$ cat src/rtl/sync_fifo.sv
// -----------------------------------------------------------------------------
// sync_fifo
//   Single-clock byte FIFO placed between a producer and a consumer that share
//   one clock domain. Write and read strobes are active-low. Read data is
//   registered and appears on data_out right after the edge that accepts the
//   read.
//
// Ports
//   clock     : system clock, all state changes on the rising edge
//   reset     : synchronous, active-high reset
//   data_in   : write data, captured when a write is accepted
//   write_n   : active-low write request
//   read_n    : active-low read request
//   data_out  : registered read data, changes only on an accepted read
//   empty     : high when no entries are stored
//   full      : high when DEPTH entries are stored
//   count     : current occupancy, 0..DEPTH
//   overflow  : one-cycle pulse when a write is rejected
//   underflow : one-cycle pulse when a read is rejected
// -----------------------------------------------------------------------------
module sync_fifo #(
  parameter int DATA_W = 8,
  parameter int DEPTH  = 16,
  parameter int ADDR_W = $clog2(DEPTH)
) (
  input  logic              clock,
  input  logic              reset,
  input  logic [DATA_W-1:0] data_in,
  input  logic              write_n,
  input  logic              read_n,
  output logic [DATA_W-1:0] data_out,
  output logic              empty,
  output logic              full,
  output logic [ADDR_W:0]   count,
  output logic              overflow,
  output logic              underflow
);

  localparam logic [ADDR_W-1:0] c_ptr_one    = {{(ADDR_W-1){1'b0}}, 1'b1};
  localparam logic [ADDR_W:0]   c_cnt_one    = {{ADDR_W{1'b0}}, 1'b1};
  localparam logic [ADDR_W:0]   c_cnt_zero   = {(ADDR_W+1){1'b0}};
  localparam logic [ADDR_W:0]   c_cnt_full   = (ADDR_W+1)'(DEPTH);

  logic [DATA_W-1:0] r_mem [DEPTH];
  logic [ADDR_W-1:0] r_wptr;
  logic [ADDR_W-1:0] r_rptr;
  logic [ADDR_W:0]   r_count;
  logic [DATA_W-1:0] r_data_out;
  logic              r_empty;
  logic              r_full;
  logic              r_overflow;
  logic              r_underflow;

  logic              w_wr_req;
  logic              w_rd_req;
  logic              w_wr_ok;
  logic              w_rd_ok;
  logic              w_ovf_nxt;
  logic              w_udf_nxt;
  logic [ADDR_W:0]   w_count_nxt;

  // Request decode, acceptance rules and next occupancy.
  always_comb begin
    w_wr_req    = ~write_n;
    w_rd_req    = ~read_n;
    w_wr_ok     = 1'b0;
    w_rd_ok     = 1'b0;
    w_ovf_nxt   = 1'b0;
    w_udf_nxt   = 1'b0;
    w_count_nxt = r_count;

    // A read is only ever refused when empty; no bypass from a same-cycle write.
    if (w_rd_req && !r_empty) begin
      w_rd_ok = 1'b1;
    end else begin
      w_udf_nxt = w_rd_req;
    end

    // At full, a write is still accepted when a read frees the slot this edge.
    if (w_wr_req && (!r_full || w_rd_req)) begin
      w_wr_ok = 1'b1;
    end else begin
      w_ovf_nxt = w_wr_req;
    end

    case ({w_wr_ok, w_rd_ok})
      2'b10:   w_count_nxt = r_count + c_cnt_one;
      2'b01:   w_count_nxt = r_count - c_cnt_one;
      default: w_count_nxt = r_count;
    endcase
  end

  // Pointers, occupancy, registered flags and read data.
  always_ff @(posedge clock) begin
    if (reset) begin
      r_wptr      <= {ADDR_W{1'b0}};
      r_rptr      <= {ADDR_W{1'b0}};
      r_count     <= c_cnt_zero;
      r_data_out  <= {DATA_W{1'b0}};
      r_empty     <= 1'b1;
      r_full      <= 1'b0;
      r_overflow  <= 1'b0;
      r_underflow <= 1'b0;
    end else begin
      if (w_wr_ok) begin
        r_wptr <= r_wptr + c_ptr_one;
      end
      if (w_rd_ok) begin
        r_rptr     <= r_rptr + c_ptr_one;
        r_data_out <= r_mem[r_rptr];
      end
      r_count     <= w_count_nxt;
      r_empty     <= (w_count_nxt == c_cnt_zero);
      r_full      <= (w_count_nxt == c_cnt_full);
      r_overflow  <= w_ovf_nxt;
      r_underflow <= w_udf_nxt;
    end
  end

  // Storage array; contents are not reset. At full with a simultaneous read,
  // wptr equals rptr and the read above samples the old word before it is
  // overwritten.
  always_ff @(posedge clock) begin
    if (w_wr_ok && !reset) begin
      r_mem[r_wptr] <= data_in;
    end
  end

  assign data_out  = r_data_out;
  assign empty     = r_empty;
  assign full      = r_full;
  assign count     = r_count;
  assign overflow  = r_overflow;
  assign underflow = r_underflow;

endmodule

$ cat config.mk
export PLATFORM = sky130hd
export DESIGN_NAME = sync_fifo
export DESIGN_NICKNAME = d
export VERILOG_FILES = /design/src/rtl/sync_fifo.sv
export SDC_FILE = /design/constraint.sdc
export NUM_CORES = 1
export LEC_CHECK = 0
export ABC_AREA = 0
export CAP_MARGIN = 25
export CORE_ASPECT_RATIO = 1.1
export CORE_MARGIN = 2
export CORE_UTILIZATION = 30
export CTS_BUF_LIST = sky130_fd_sc_hd__clkbuf_16
export DETAILED_ROUTE_END_ITERATION = 7
export HOLD_SLACK_MARGIN = 0.08
export PLACE_DENSITY = 0.43
export SLEW_MARGIN = 20
export SYNTH_ARGS = -nofsm -noshare
export SYNTH_HDL_FRONTEND = slang
export SYNTH_SLANG_ARGS = --single-unit
$ cat constraint.sdc
create_clock -name clock -period 5.3 [get_ports clock]
set_input_delay 0.795 -clock clock [delete_from_list [all_inputs] [get_ports clock]]
set_output_delay 0.795 -clock clock [all_outputs]
set_load 0.01 [all_outputs]
==> results of run 1 <==
kinds of logic (layout without fill, tap and decap cells):
kind of cell,Yosys count,after routing,synth area share (%)
flops,153,153,70.45
simple gates,62,62,4.688
compound gates,58,58,6.027
mux,34,34,12.50
buf+inv,23,73,3.287
xor+xnor,10,10,1.420
fa+ha+maj,8,8,1.623
how the worst max path moves through the flow:
stage	from	end	slack (ns)
floorplan	write_n	empty	2.46
global placement	read_n	full	1.56
detailed placement	read_n	full	1.43
CTS	read_n	full	1.87
global route	read_n	full	1.51
finish	read_n	full	1.88
per-layer routing:
metal / up-vias / track usage (%)
li1: 1453 / -
met1: 1616 / 16.81
met2: 53 / 20.65
met3: 11 / 3.313
met4: 0 / 4.000
met5: - / 0
cell usage after synthesis (2+ instances only):
library cell,instances,area [µm²]
a21oi_1,13,65.06
and2_1,2,12.51
nand2b_1,3,18.77
mux4_1,8,210.2
nand2_1,10,37.54
nor2_1,29,108.9
buf_2,3,15.01
edfxtp_1,128,3844
nor2b_1,5,31.28
mux2i_1,2,20.02
mux4_2,24,540.5
buf_6,3,33.78
a22o_1,16,140.1
a21o_1,2,15.01
xor2_1,6,52.55
inv_1,4,15.01
a31oi_1,2,12.51
o21ai_1,8,40.04
clkbuf_8,4,55.05
nor3_1,6,30.03
xnor2_1,4,35.03
buf_12,2,40.04
o21ai_0,12,60.06
clkbuf_1,4,15.01
ha_1,8,100.1
nand4_1,2,12.51
dfxtp_1,25,500.5
cell usage in the layout (no fill, tap or decap), types with 3 or more instances in the layout:
cell type        count
nand2_1             10
a21oi_1             13
edfxtp_1           128
mux4_1               8
mux4_2              24
buf_4                9
nand2b_1             3
nor3_1               6
clkdlybuf4s50_1     28
xnor2_1              4
inv_1                8
o21ai_0             12
dfxtp_1             24
nor2b_1              5
xor2_1               6
clkinv_2             3
clkbuf_16           18
o21ai_1              8
clkinv_1             4
a22o_1              16
ha_1                 8
nor2_1              29
tightest hold or removal path, stage by stage, from the launching register on:
cell and delay (ns):
dfxtp_1 0.31, o21ai_0 0.06, a21oi_1 0.06
through the flow:
| stage | hold slack [ns] | total power [mW] | instances |
|---|---|---|---|
| 6_report | 0.4778 | 2.773 | 654 |
| 5_1_grt | 0.5069 | 2.878 | 654 |
| 4_1_cts | 0.4820 | 2.804 | 654 |
| 3_5_place_dp | 0.4736 | 1.697 | 622 |
| 3_3_place_gp | 0.4740 | 1.694 | 622 |
| 2_1_floorplan | 0.4987 | 1.599 | 348 |
cell type report:
cell class                      instances  share of cell area, %
Tap cell                              256                  4.456
Multi-Input combinational cell        172                  22.52
Sequential cell                       153                  60.45
Inverter                                4                 0.2089
Clock inverter                         14                  1.253
Clock buffer                           18                  6.266
Timing Repair Buffer                   37                  4.839
registers in the layout, indices dropped and copies added (netlist names):
register and cells:
underflow 1, r_rptr 4, r_wptr 4, count 5, empty 1, r_mem 128
overflow 1, data_out 8, full 1
power by group through the flow:
stage          Clock [mW]  Combinational, mW  Sequential [mW]
2_1_floorplan           0              0.217             1.38
4_1_cts              1.13              0.296             1.38
5_1_grt              1.18              0.319             1.38
3_3_place_gp            0              0.294             1.40
6_report             1.11              0.291             1.37
3_5_place_dp            0              0.295             1.40
==> results.toml, run 1 <==
[clock_network]
cts-resized-gates = 0
cts-root-buf = "clkbuf_16"
cts-hold-fix-buffers = 0
cts_max_level = 4
clk-insertion-delay-late_ns = 0.42
cts_buffers = 17
postCtsSetupBuffers = 0
clockBufferDepth = 2
clk_pin_slew_worst_paths_ns = 0.06
cts_sinks = 153
cts_tree = "done"

[timing]
tns_ns = 0
hold_viol_final = 0
tightest_slew_ns = 1.011
rsz0062_at_grt = "no"
setup_violations = 0
slew_headroom_pct = 32.37
max_clock_freq_mhz = 292.5
post-route-period-util_pct = 64.50
maxSlewViolCount = 0
fin_ws_ns = 1.881
finalClockSkew_ns = 0.006363
period_needed_ns = 3.419

[grt]
grt_pass1_vias = 3277
grt-ovfl-total = 0
grt_usage_pct = 12.72
antenna_found_initial = 0
grt_pass1_wl_um = 20090
grt_max_degree = 36

[flow_run]
max-cap-violations = 0

[setup_path]
crit_type = "in2reg"
critical_path_required_ns = 5.62
r2r-start = "full"
cp.depth = 11
crit_buf_inv = 2
crit_chain = "clkdlybuf4s50_1 > a21oi_1 > inv_1 > ha_1 > xor2_1 > ha_1 > a21oi_1 > mux2i_1 > xnor2_1 > and2_1 > nor4bb_1"
crit_family = "buffers and inverters"
crit_arrival_ns = 3.74
critPathSlowestCell = "clkdlybuf4s50_1"
endpoint_kind = "flip-flop"
crit_path_max_incr_delay_ns = 0.61
r2r_slack_ns = 2.61
r2r-end = "full"
startpoint_type = "input port"
worstRegToRegCells = 10
cp_max_fo = 13

[layout]
diodes = 0
fin_area_um2 = 7188
fin_nets = 405
final_util_pct = 35.29
drive_gt1_share_pct = 15.08
multi_input_area_um2 = 1619
regArea_um2 = 4345
fillers = 1922
syn_to_final_growth_pct = 16.58

[worst_hold_path]
whs_path_depth = 2
hold_class = "reg2reg"
worst_hold_path.endpoint = "data_out[0]"
hp-start = "data_out[0]"

[logic_synthesis]
postSynthRegisterBits = 153
syn-num-nets = 368
synthesis.instances = 348
synth-edff-count = 128
ys_warn_count = 0
ys_async_sr_fraction_pct = 0
syn_area_per_cell_um2 = 17.72
ys_seq_area_share_pct = 70.45
ys_types = 40
syn-cell-area_um2 = 6166
ys.flop_type = "edfxtp_1"

[placed_design]
gp_congestion = 0.6958
port_buffers = 28
dpl.hpwl_um = 8335
pre_cts_ws_ns = 1.433
place_area_um2 = 6648

[run_status]
status = "finished clean"

[routing]
drt-wirelength-per-cell_um = 19.99
dr.pass1.iters = 4
drtIter0Drc = 150
wl_met1_um = 6053
drc = 0
drt-total-wl_um = 13070
wl_met3_um = 413
vias_per_cell = 4.791
final_antenna_net_count = 0
routed.top_layer = "met4"
route.met2.wl_um = 6437
dr_total_vias = 3133

[pwr]
internal_power_mw = 2.141
comb_power_share_pct = 10.5
power_density_nw_per_um2 = 385.8
vdd_ir_drop_max_uv = 211.5
leakage_nw = 2.316
clkPwrFrac_pct = 40.0
seqPwrFrac_pct = 49.5
p_sw_mw = 0.6324
netSwitchingFraction_pct = 22.80

[die]
ioPinCount = 29
rows = 55
die_area_um2 = 21720
die_w_um = 140.7
core_um2 = 20370
die_h_um = 154.4
start_util_pct = 30.27
Power figures use the tool's default switching activity.
==> run 2: changes to the inputs <==
Clock period 5.3 ns to 3.4 ns, I/O delays scaled along.
==> run 2 against run 1 <==
  * Sequential cell count stayed put
  * First-iteration DRC count is 25% higher
  * Worst setup slack got worse by 1.0 ns
  * Global-route usage rose by 0.16 points
  * Critical endpoint unchanged
  * Critical path type unchanged
==> results.toml, run 2 (same netlist as run 1, synthesis figures left out) <==
[run_status]
status = "finished clean"

[layout]
fin_nets = 419
final_util_pct = 36.07
fin_area_um2 = 7348
layout_common_cells = "edfxtp_1 (128), nor2_1 (29), clkdlybuf4s50_1 (28)"
diodes = 0
top_register = "r_mem"
final_common_cell = "edfxtp_1"
syn_to_final_growth_pct = 19.18
drive_gt1_share_pct = 18.93
largest_reg_flops = 128

[clock_network]
clk-insertion-delay-late_ns = 0.42
cts_max_level = 4
clockBufferDepth = 2
cts_sinks = 153
cts_tree = "done"
postCtsSetupBuffers = 0
cts-resized-gates = 0
cts-root-buf = "clkbuf_16"
cts_buffers = 17
clk_pin_slew_worst_paths_ns = 0.06
cts-hold-fix-buffers = 0

[placed_design]
place_area_um2 = 6765
gp_congestion = 0.7372
port_buffers = 28
dpl.hpwl_um = 8568

[die]
rows = 55
die_w_um = 140.7
die_h_um = 154.4
ioPinCount = 29
core_um2 = 20370
start_util_pct = 30.27
die_area_um2 = 21720

[pwr]
netSwitchingFraction_pct = 22.69
seqPwrFrac_pct = 47.7
power_density_nw_per_um2 = 609.6
p_sw_mw = 1.016
clkPwrFrac_pct = 41.7
comb_power_share_pct = 10.6
internal_power_mw = 3.463
leakage_nw = 2.393
vdd_ir_drop_max_uv = 326.3

[setup_path]
r2r_slack_ns = 1.04
r2r-start = "empty"
cp_max_fo = 12
crit_start = "read_n"
critical_path_required_ns = 3.72
crit_arrival_ns = 2.89
crit_type = "in2reg"
startpoint_type = "input port"
endpoint_kind = "flip-flop"

[grt]
grt_max_degree = 36
antenna_found_initial = 0
grt-ovfl-total = 0
grt_usage_pct = 12.89
grt_pass1_vias = 3290
grt_pass1_wl_um = 20110

[worst_hold_path]
hp-start = "data_out[3]"
hold_class = "reg2reg"

[timing]
tns_ns = 0
post-route-period-util_pct = 75.48
max_clock_freq_mhz = 389.7
slew_headroom_pct = 47.09
period_needed_ns = 2.566
finalClockSkew_ns = 0.006934
maxSlewViolCount = 0
hold_viol_final = 0
rsz0062_at_grt = "no"
tightest_slew_ns = 0.7907
setup_violations = 0

[routing]
drt-total-wl_um = 13370
drtIter0Drc = 188
vias_per_cell = 4.792
dr_total_vias = 3201
drt-wirelength-per-cell_um = 20.01
dr.pass1.iters = 4
final_antenna_net_count = 0
drc = 0

[flow_run]
max-cap-violations = 0
## run 2: final timing paths
check	to	cells past startpoint
worst max-delay path	full	11
worst min-delay path	data_out[3]	2
worst max register to register	full	9
worst min register to register	data_out[3]	2
## run 2: layout make-up
| type | count | area, µm² |
|---|---|---|
| inverters | 4 | 15.01 |
| repair buffers | 51 | 465.4 |
| clock inverters | 15 | 157.7 |
| well taps | 256 | 320.3 |
| clock buffers | 17 | 425.4 |
| fillers | 1900 | 13020 |
| multi-input cells | 172 | 1619 |
| flip-flops and latches | 153 | 4345 |
## run 2: power groups by stage
stage	Clock (mW)	Combinational [mW]	Sequential, mW
6_report	1.87	0.475	2.14
4_1_cts	1.91	0.485	2.14
3_3_place_gp	0	0.481	2.18
5_1_grt	1.98	0.519	2.15
3_5_place_dp	0	0.485	2.18
2_1_floorplan	0	0.338	2.16
## run 2: stage by stage
stage	power, mW	std cells	setup WS, ns	hold slack [ns]
after floorplan	2.493	348	0.8445	0.4987
after global placement	2.659	636	0.5121	0.4743
after detailed placement	2.663	636	0.4053	0.4737
after CTS	4.535	668	0.8343	0.4821
after global routing	4.643	668	0.6403	0.5225
final	4.480	668	0.8338	0.4777
## run 2: worst max-delay path: stages
cell	delay (ns)
clkdlybuf4s50_1	0.48
buf_4	0.18
nor2_1	0.07
ha_1	0.29
xor2_1	0.19
ha_1	0.22
a21oi_1	0.16
mux2i_1	0.23
xnor2_1	0.16
and2_1	0.17
nor4bb_1	0.21
## run 2: routing by layer
layer / GRT usage, % / wire length (µm)
met3: 2.848 / 435
met5: 0 / 0
met1: 16.09 / 5950
met2: 22.04 / 6764
met4: 4.714 / 218
